`config.mk`:
```
export PLATFORM = sky130hd
export DESIGN_NAME = pc_control_fsm
export DESIGN_NICKNAME = d
export VERILOG_FILES = /design/src/rtl/pc_control_fsm.sv
export SDC_FILE = /design/constraint.sdc
export NUM_CORES = 1
export LEC_CHECK = 0
export ABC_AREA = 1
export BUFFER_PORTS_ARGS = -buffer_cell sky130_fd_sc_hd__buf_2
export CORE_AREA = 2 2 60 90
export DETAILED_ROUTE_END_ITERATION = 8
export DIE_AREA = 0 0 62 92
export PLACE_DENSITY = 0.83
export SLEW_MARGIN = 5
export SYNTH_ARGS = -nofsm -noshare
export SYNTH_HDL_FRONTEND = slang
export SYNTH_SLANG_ARGS = --single-unit
```
`constraint.sdc`:
```
create_clock -name clock_i -period 2.9 [get_ports clock_i]
set_input_delay 0.58 -clock clock_i [delete_from_list [all_inputs] [get_ports clock_i]]
set_output_delay 0.58 -clock clock_i [all_outputs]
set_load 0.01 [all_outputs]
```
`src/rtl/pc_control_fsm.sv`:
```
// pc_control_fsm: multi-cycle control FSM for the RV32I subset (R, I-ALU, LOAD, STORE, BEQ/BNE).
// Sequences fetch/decode/execute/memory/writeback, drives the PC update strobe and next-PC select,
// waits on a memory ready handshake with an optional timeout, and counts retired instructions.
//
// Ports:
//   clock_i          system clock, rising edge
//   reset_i          synchronous active-high reset
//   opcode_i         instr[6:0] from the instruction register
//   funct3_i         instr[14:12] from the instruction register
//   zero_i           ALU zero flag, valid in EXECUTE
//   mem_ready_i      memory completes the current access this cycle
//   pc_write_o       PC loads the next address
//   sinal_mux_o      next-PC select: 0 = PC+4, 1 = PC+imm
//   ir_write_o       instruction register captures the fetched word
//   imem_read_o      instruction fetch request
//   dmem_read_o      data load request
//   dmem_write_o     data store request
//   reg_write_o      register-file write enable
//   alu_src_o        ALU operand B: 0 = rs2, 1 = immediate
//   mem_to_reg_o     writeback source: 0 = ALU, 1 = load data
//   alu_op_o         00 add, 01 subtract/compare, 10 funct-decoded
//   state_o          current state encoding
//   halted_o         high in HALT
//   timeout_o        sticky, HALT was entered through a memory timeout
//   instr_count_o    retired-instruction count (wraps silently)

module pc_control_fsm #(
    parameter int unsigned CNT_W      = 32,
    parameter int unsigned WAIT_LIMIT = 16
) (
    input  logic             clock_i,
    input  logic             reset_i,
    input  logic [6:0]       opcode_i,
    input  logic [2:0]       funct3_i,
    input  logic             zero_i,
    input  logic             mem_ready_i,
    output logic             pc_write_o,
    output logic             sinal_mux_o,
    output logic             ir_write_o,
    output logic             imem_read_o,
    output logic             dmem_read_o,
    output logic             dmem_write_o,
    output logic             reg_write_o,
    output logic             alu_src_o,
    output logic             mem_to_reg_o,
    output logic [1:0]       alu_op_o,
    output logic [2:0]       state_o,
    output logic             halted_o,
    output logic             timeout_o,
    output logic [CNT_W-1:0] instr_count_o
);

    localparam logic [2:0] StFetch     = 3'd0;
    localparam logic [2:0] StDecode    = 3'd1;
    localparam logic [2:0] StExecute   = 3'd2;
    localparam logic [2:0] StMemory    = 3'd3;
    localparam logic [2:0] StWriteback = 3'd4;
    localparam logic [2:0] StHalt      = 3'd7;

    localparam logic [6:0] OpR      = 7'b0110011;
    localparam logic [6:0] OpIAlu   = 7'b0010011;
    localparam logic [6:0] OpLoad   = 7'b0000011;
    localparam logic [6:0] OpStore  = 7'b0100011;
    localparam logic [6:0] OpBranch = 7'b1100011;

    // Counter only needs to hold 0 .. WAIT_LIMIT-1; the last value triggers the timeout.
    localparam int unsigned    WaitW    = (WAIT_LIMIT > 1) ? $clog2(WAIT_LIMIT) : 1;
    localparam logic [WaitW-1:0] WaitLast = WaitW'(WAIT_LIMIT - 1);
    localparam bit             WaitEn   = (WAIT_LIMIT != 0);

    logic [2:0]       state_q, state_d;
    logic [WaitW-1:0] wait_q, wait_d;
    logic             timeout_q, timeout_d;
    logic [CNT_W-1:0] instr_count_q, instr_count_d;

    logic is_r, is_ialu, is_load, is_store, is_branch, legal;
    logic taken, wait_expired, retire;
    logic [WaitW-1:0] wait_inc;

    assign is_r      = (opcode_i == OpR);
    assign is_ialu   = (opcode_i == OpIAlu);
    assign is_load   = (opcode_i == OpLoad);
    assign is_store  = (opcode_i == OpStore);
    // Only beq (000) and bne (001) are supported.
    assign is_branch = (opcode_i == OpBranch) && (funct3_i[2:1] == 2'b00);
    assign legal     = is_r | is_ialu | is_load | is_store | is_branch;

    assign taken = ((funct3_i == 3'b000) & zero_i) | ((funct3_i == 3'b001) & ~zero_i);

    assign wait_expired = WaitEn && (wait_q == WaitLast);
    assign wait_inc     = WaitEn ? wait_q + 1'b1 : '0;

    always_comb begin
        state_d       = state_q;
        wait_d        = '0;   // any non-waiting cycle clears, so entry into FETCH/MEMORY starts at 0
        timeout_d     = timeout_q;
        retire        = 1'b0;
        pc_write_o    = 1'b0;
        sinal_mux_o   = 1'b0;
        ir_write_o    = 1'b0;
        imem_read_o   = 1'b0;
        dmem_read_o   = 1'b0;
        dmem_write_o  = 1'b0;
        reg_write_o   = 1'b0;
        alu_src_o     = 1'b0;
        mem_to_reg_o  = 1'b0;
        alu_op_o      = 2'b00;

        case (state_q)
            StFetch: begin
                imem_read_o = 1'b1;
                if (mem_ready_i) begin
                    ir_write_o = 1'b1;
                    state_d    = StDecode;
                end else if (wait_expired) begin
                    state_d   = StHalt;
                    timeout_d = 1'b1;
                end else begin
                    wait_d = wait_inc;
                end
            end
            StDecode: state_d = legal ? StExecute : StHalt;
            StExecute: begin
                if (is_r || is_ialu) begin
                    alu_src_o = is_ialu;
                    alu_op_o  = 2'b10;
                    state_d   = StWriteback;
                end else if (is_load || is_store) begin
                    alu_src_o = 1'b1;
                    state_d   = StMemory;
                end else if (is_branch) begin
                    alu_op_o    = 2'b01;
                    pc_write_o  = 1'b1;
                    sinal_mux_o = taken;
                    retire      = 1'b1;
                    state_d     = StFetch;
                end else begin
                    state_d = StHalt;
                end
            end
            StMemory: begin
                alu_src_o = 1'b1;
                if (is_load || is_store) begin
                    dmem_read_o  = is_load;
                    dmem_write_o = is_store;
                    if (mem_ready_i) begin
                        if (is_load) begin
                            state_d = StWriteback;
                        end else begin
                            pc_write_o = 1'b1;
                            retire     = 1'b1;
                            state_d    = StFetch;
                        end
                    end else if (wait_expired) begin
                        state_d   = StHalt;
                        timeout_d = 1'b1;
                    end else begin
                        wait_d = wait_inc;
                    end
                end else begin
                    state_d = StHalt;
                end
            end
            StWriteback: begin
                reg_write_o  = 1'b1;
                mem_to_reg_o = is_load;
                pc_write_o   = 1'b1;
                retire       = 1'b1;
                state_d      = StFetch;
            end
            default: state_d = StHalt;  // HALT and unused codes 5/6
        endcase

        instr_count_d = retire ? instr_count_q + 1'b1 : instr_count_q;

        if (reset_i) begin
            pc_write_o   = 1'b0;
            sinal_mux_o  = 1'b0;
            ir_write_o   = 1'b0;
            imem_read_o  = 1'b0;
            dmem_read_o  = 1'b0;
            dmem_write_o = 1'b0;
            reg_write_o  = 1'b0;
            alu_src_o    = 1'b0;
            mem_to_reg_o = 1'b0;
            alu_op_o     = 2'b00;
        end
    end

    always_ff @(posedge clock_i) begin
        if (reset_i) begin
            state_q       <= StFetch;
            wait_q        <= '0;
            timeout_q     <= 1'b0;
            instr_count_q <= '0;
        end else begin
            state_q       <= state_d;
            wait_q        <= wait_d;
            timeout_q     <= timeout_d;
            instr_count_q <= instr_count_d;
        end
    end

    assign state_o       = state_q;
    assign halted_o      = (state_q == StHalt);
    assign timeout_o     = timeout_q;
    assign instr_count_o = instr_count_q;

endmodule

```
Yosys cells after proc, flatten, opt, wreduce, memory -nomap -nowiden
Cells that the tools add are included.

word-level totals
  register bits = 40
  word-level logic and storage cells = 90
  output and inout bits = 48
  input port bits = 14

operators by class
  bitwise logic cells = 8
  reduce and logical (&&, ||, !) cells = 8
  eq/ne operators = 13
  muxes and demuxes = 55
  add/sub/neg operators = 2

operator list
  operator                                                          count
  1-bit two-way mux                                                 35
  32-bit by 1-bit adder with 32-bit output (second input constant)  1
  3-bit two-way mux                                                 9
  3-bit case mux with 5 select lines                                1
  7-bit by 6-bit == test with 1-bit output (second input constant)  2
  4-bit two-way mux                                                 3
  4-bit case mux with 2 select lines                                1
  7-bit by 2-bit == test with 1-bit output (second input constant)  1
  7-bit by 5-bit == test with 1-bit output (second input constant)  1
  7-bit == test (second input constant)                             1
  3-bit by 1-bit == test with 1-bit output (second input constant)  2
  3-bit by 2-bit == test with 1-bit output (second input constant)  2
  3-bit == test (second input constant)                             2
  3-bit logical NOT                                                 2
  2-bit two-way mux                                                 3
  1-bit OR                                                          5
  4-bit by 1-bit adder with 4-bit output (second input constant)    1
  4-bit == test (second input constant)                             1
  1-bit case mux with 2 select lines                                2
  1-bit case mux with 3 select lines                                1
  1-bit AND                                                         2
  2-bit logical NOT                                                 1
  1-bit logical OR                                                  2
  2-bit inequality test (second input constant)                     1
  other kinds (4)                                                   4

Depth between registers and ports, before layout
Gate-level depths: netlist (run 1).

  depth in word-level cells = 8
  depth in mapped cells = 11
  mapped depth without buffers = 11

Worst setup path before layout (run 1)
No wires, ideal clock.

  path type = input port to output port
  from = in opcode_i[3]
  to = out pc_write_o
  path buffers = 1
  required time = 2.320 ns
  data arrival time = 1.445 ns
  path slack = 0.875 ns
  stages on the path = 8
  cells stage by stage = nor2_1 -> nand2_1 -> nor2_1 -> nand3_2 -> nand3_4 -> buf_6 -> nand2_1 -> inv_1

on the way
  word-level cells in the longest chain between the ends = 7
  elaborated cells between the ends (all ways) = 16
  classes of those cells = 5 x eq/ne; 8 x mux; 3 x reduce/logical

ends and longest elaborated chain
  element                               RTL line  source
  start: declaration                    33        input logic [6:0] opcode_i,
  7-bit == test                         85        assign is_branch = (opcode_i == OpBranch) && (funct3_i[2:1] == 2'b00);
  1-bit logical AND                     85
  1-bit two-way mux                     131       end else if (is_branch) begin
  1-bit two-way mux                     128       end else if (is_load || is_store) begin
  1-bit two-way mux                     124       if (is_r || is_ialu) begin
  1-bit case mux with 3 select lines *  109       case (state_q)
  1-bit two-way mux *                   176       if (reset_i) begin
  end: declaration                      37        output logic pc_write_o,

Mark *: on every way between the ends. The rest lies on a longest branch, timed or not.

Worst setup path after layout (run 1)
  from = reg state_q[1], in the netlist state_o[1]
  to = out sinal_mux_o

on the way
  word-level cells in the longest chain between the ends = 3

ends and longest elaborated chain
  element                                   RTL line  source
  start: declaration                        71        logic [2:0] state_q, state_d;
  start signal: assignment                  192       state_q <= StFetch;
  start signal: assignment                  197       state_q <= state_d;
  3-bit by 2-bit == test with 1-bit output  109
  1-bit two-way mux                         109
  1-bit two-way mux                         176
  end: declaration                          38        output logic sinal_mux_o,

No other way between the ends.

==> impl_metrics.toml, run 1 <==
[yosys]
ys_seq_area_frac = 0.2876
syn_avg_cell_area_um2 = 5.849
syn_nets = 492
synthArstFlopShare = 0
synth_ff_type = "dfxtp_1"
netlist_area_mm2 = 0.002784
yosysWarnings = 0
synth-edff-count = 0
syn_inst = 476
ys_ff_latch = 40
synth_cell_types = 28

[routing]
vias = 3318
vias_per_cell = 5.502
drt_iter0_markers = 221
drt-met1-wl_mm = 2.993
drtAntennaViolNets = 0
wl_met2_mm = 4.511
drc = 0
wl_per_cell_um = 13.65
drt_wl_total_mm = 8.229
dr.pass1.iters = 4
met3WireLength_um = 330
top_layer = "met4"

[finish]
mostFrequentLayoutCells = "nand2_1, nor2_1, buf_2"
area_growth_pct = 17.21
drive_above_1_share = 0.1570
fin_nets = 550
final_common_cell = "nand2_1"
antenna_cells = 0
fillerInstances = 516

[cts]
cts.sinks = 40
cts_tree = "yes"
cts_max_level = 2
hold_buffers = 0
clk_pin_slew_ps = 80
cts_buffers = 5
cts_setup_buffers = 0
clk_latency_ps = 290
cts-resized-gates = 0
clockRootBuffer = "clkbuf_8"
cts_buffer_depth = 2

[pwr]
ir_worst_vdd_uv = 447.1
leakage_nw = 1.363
power_density_mw_per_mm2 = 506.4
total_power_mw = 1.652

[die]
die_h_um = 92
pin_count = 62
dieArea_mm2 = 0.005704
fp.dieW_um = 62
rows = 32
initial_core_util = 0.5563
core_mm2 = 0.005005

[flow_run]
max_cap_violations = 0

[worst_setup_path]
worstSetupEndpointType = "output pin"
path_class = "reg -> out"
cp_data_arrival_time_ps = 1750
worstPathMaxFanout = 8
worstPathRequired_ps = 2320
crit_path_start_kind = "flip-flop"

[sta]
max_clock_freq_mhz = 429.1
fin_setup_tns_ps = 0
slew_headroom = 0.6284
drv_slew = 0
min_period_ps = 2330
hold_viol_final = 0
min_period_over_period = 0.8035
worstMarginPinSlew_ps = 557.4
clock_skew_ps = 5.358
setup_viol = 0
rsz0062_at_grt = "false"

[min_path]
hp-class = "reg -> reg"

[outcome]
run_status = "completed"

[grt]
grt_pass1_vias = 3084
grt_max_degree = 34
grt_overflow = 0
track_usage = 0.3025
antenna_found_initial = 0
grt_pass1_wl_mm = 13.31

[place]
place_congestion = 0.9835
dp_hpwl_mm = 6.266
io_buffers = 61
==> worst max-delay path, cell delays in order (launching register included) <==
cell     delay [ps]
dfxtp_1         480
nand2_1         160
nor2_2          190
inv_1            80
a21oi_1         120
nand4_1         110
nor3_1          150
buf_2           160
==> cell type report <==
| type | instances | area (µm²) | share of cell area |
|---|---|---|---|
| flip-flops and latches | 40 | 800.8 | 0.2454 |
| clock buffers | 7 | 96.34 | 0.02952 |
| clock inverters | 1 | 30.03 | 0.009202 |
| well taps | 68 | 85.08 | 0.02607 |
| inverters | 42 | 157.7 | 0.04831 |
| repair buffers | 68 | 357.8 | 0.1097 |
| multi-input cells | 377 | 1735 | 0.5318 |
==> final timing paths <==
path                     from           endpoint  slack (ps)  depth (start not counted)
max                state_o[1]        sinal_mux_o         570                          7
min                 wait_q[0]          wait_q[0]         480                          1
max reg2reg  instr_count_o[1]  instr_count_o[26]        1000                         10
min reg2reg         wait_q[0]          wait_q[0]         480                          1
==> metal layers <==
layer	GRT usage	vias to the layer above
li1	-	1656
met1	0.3018	1534
met2	0.5451	105
met3	0.04231	23
met4	0.1844	0
met5	0	-
==> state kept, by name, summed over array words and instances (netlist names) <==
name	cells
instr_count_o	32
state_o	3
timeout_o	1
wait_q	4
==> cell families (layout without fill, tap and decap cells) <==
logic type | after synthesis | in the layout | synth area share
AND/OR/NAND/NOR | 316 | 316 | 0.4876
buffers and inverters | 59 | 118 | 0.08899
AO/OA/AOI/OAI | 46 | 46 | 0.08585
flip-flops | 40 | 40 | 0.2876
XOR/XNOR | 13 | 13 | 0.04090
adder cells (fa/ha/maj) | 2 | 2 | 0.008987
==> through the flow <==
step | utilization | hold WS [ps] | setup slack, ps | area, µm² | cells
6_report | 0.6520 | 479.0 | 569.8 | 3263 | 603
5_1_grt | 0.6520 | 502.4 | 426.1 | 3263 | 603
4_1_cts | 0.6520 | 488.7 | 569.3 | 3263 | 603
2_1_floorplan | - | 429.6 | 874.7 | 2784 | 476
3_3_place_gp | 0.6268 | 446.2 | 791.0 | 3137 | 595
3_5_place_dp | 0.6268 | 470.8 | 722.3 | 3137 | 595
==> synth_stat cells (2+ instances only) <==
cell | count | share of area
xor2_1 | 7 | 0.022
nor2_1 | 78 | 0.11
buf_2 | 6 | 0.011
o21ai_0 | 10 | 0.018
nand2_2 | 2 | 0.0045
a21oi_1 | 33 | 0.059
dfxtp_1 | 40 | 0.29
clkbuf_1 | 8 | 0.011
inv_1 | 41 | 0.055
xnor2_1 | 6 | 0.019
ha_1 | 2 | 0.0090
nand2_1 | 162 | 0.22
nor4_1 | 2 | 0.0045
nor3_1 | 6 | 0.011
nand3_1 | 27 | 0.049
buf_6 | 2 | 0.0081
nand4_1 | 33 | 0.074
==> power breakdown <==
group          internal, mW  switching [mW]  total, mW
clock network         0.304           0.202      0.506
logic                 0.159           0.358      0.517
registers             0.578          0.0514      0.630
total                  1.04           0.611       1.65
(Power assumes the default switching activity.)
==> run 2: changes to the inputs <==
CORE_AREA = 2 2 62 93   (was 2 2 60 90)
DIE_AREA = 0 0 64 95   (was 0 0 62 92)
PLACE_DENSITY = 0.78   (was 0.83)
clock period = 2.25 ns   (was 2.9 ns; I/O delays follow)
==> run 2 against run 1 <==
Against the previous run: global-route usage fell by 1.3 points; sequential power is 29% higher; non-clock buffer count increased by 3; via count is 1.8% lower; total power grew 22%; critical endpoint unchanged; first-iteration DRC count down 42%; setup slack got worse by 450 ps; worst hold slack got worse by 14 ps; design area up 0.11%.
==> impl_metrics.toml, run 2 (synthesis results as in run 1) <==
[worst_setup_path]
slowest_delay_ps = 380
worstSetupEndpointType = "output pin"
reg2reg_depth = 10
worstPathRequired_ps = 1800
crit_buf_inv = 3
crit_path_start_kind = "flip-flop"
crit_path_top_delay_cell = "dfxtp_1"
crit_chain = "inv_2 -> nand2_1 -> nor2_4 -> inv_1 -> a21oi_1 -> nand4_1 -> nor3_1 -> buf_2"
path_depth = 8
cp_data_arrival_time_ps = 1690
path_class = "reg -> out"
cpLargestDelayFamily = "simple AND/OR/NAND/NOR gates"
worstPathMaxFanout = 7

[grt]
grt_pass1_wl_mm = 13.81
antenna_found_initial = 0
grt_pass1_vias = 3043
grt_max_degree = 34
grt_overflow = 0
track_usage = 0.2899

[sta]
min_period_ps = 2135
drv_slew = 0
fin_setup_tns_ps = 0
clock_skew_ps = 10.65
max_clock_freq_mhz = 468.4
hold_viol_final = 0
rsz0062_at_grt = "false"
min_period_over_period = 0.9489
setup_viol = 0
slew_headroom = 0.7360
worstMarginPinSlew_ps = 394.5
holdWs_ps = 465.3

[place]
place_congestion = 0.9922
dp_hpwl_mm = 6.565
io_buffers = 61

[die]
initial_core_util = 0.5227
die_h_um = 95
dieArea_mm2 = 0.006080
pin_count = 62
fp.dieW_um = 64
rows = 33
core_mm2 = 0.005326

[routing]
wl_per_cell_um = 13.87
drtAntennaViolNets = 0
dr.pass1.iters = 4
drt-met1-wl_mm = 3.125
vias_per_cell = 5.357
top_layer = "met4"
drt_wl_total_mm = 8.430
drc = 0
drt_iter0_markers = 128
met3WireLength_um = 335
vias = 3257
wl_met2_mm = 4.518

[pwr]
pwr-share-seq = 0.403
switchingPower_mw = 0.8102
ir_worst_vdd_uv = 725.1
swShare = 0.4014
power_density_mw_per_mm2 = 617.8
p_int_mw = 1.208
leakage_nw = 1.359
p_comb_frac = 0.335
clkPwrFrac = 0.262

[cts]
cts.sinks = 40
clk_pin_slew_ps = 90
clockRootBuffer = "clkbuf_8"
cts_max_level = 2
cts_buffer_depth = 2
clk_latency_ps = 300
cts_setup_buffers = 0
cts_buffers = 5
cts_tree = "yes"

[finish]
area_growth_pct = 17.35
fin_nets = 553
antenna_cells = 0
drive_above_1_share = 0.1654
fillerInstances = 523
final_common_cell = "nand2_1"
final_core_util = 0.6133
largest_reg_flops = 32
mostFrequentLayoutCells = "nand2_1, nor2_1, buf_2"

[flow_run]
max_cap_violations = 0

[outcome]
run_status = "completed"

[min_path]
hp-class = "reg -> reg"
min_delay_path_depth = 1
-- run 2: path summary, 6_finish.rpt --
kind	from	endpoint	slack, ps
hold / removal	wait_q[0]	wait_q[0]	470
setup / recovery	state_o[2]	sinal_mux_o	110
hold reg to reg	wait_q[0]	wait_q[0]	470
setup reg to reg	instr_count_o[1]	instr_count_o[26]	460
-- run 2: through the flow --
stage | setup WS, ps | power, mW | instance area (µm²) | cells
2_1_floorplan | 478.2 | 1.296 | 2784 | 476
3_3_place_gp | 395.2 | 1.479 | 3162 | 600
3_5_place_dp | 368.7 | 1.486 | 3162 | 600
4_1_cts | 46.75 | 2.011 | 3259 | 608
5_1_grt | 17.59 | 2.140 | 3267 | 608
6_report | 114.9 | 2.018 | 3267 | 608
-- run 2: final cells by class --
class	instances	area, µm²	area share
Clock buffer	6	82.58	0.02528
Clock inverter	2	15.01	0.004596
Inverter	42	157.7	0.04826
Multi-Input combinational cell	377	1740	0.5327
Sequential cell	40	803.3	0.2459
Tap cell	70	87.58	0.02681
Timing Repair Buffer	71	380.4	0.1164
-- run 2: power groups by stage --
| stage | registers (mW) | clock network (mW) | logic, mW |
|---|---|---|---|
| final | 0.813 | 0.528 | 0.677 |
| after global routing | 0.822 | 0.561 | 0.757 |
| after CTS | 0.804 | 0.539 | 0.667 |
| after detailed placement | 0.820 | 0 | 0.666 |
| after global placement | 0.817 | 0 | 0.662 |
| after floorplan | 0.834 | 0 | 0.462 |
-- run 2: timing repair --
| item | in CTS | in global routing |
|---|---|---|
| hold endpoints to repair | 0 | 0 |
| endpoints found under the setup margin | 0 | 2 |
| resized for setup | 0 | 3 |
| hold buffers | 0 | 0 |
-- run 2: routing by layer --
layer / vias up / global-route usage
li1: 1663 / -
met1: 1468 / 0.2809
met2: 95 / 0.5668
met3: 31 / 0.03695
met4: 0 / 0.1775
met5: - / 0
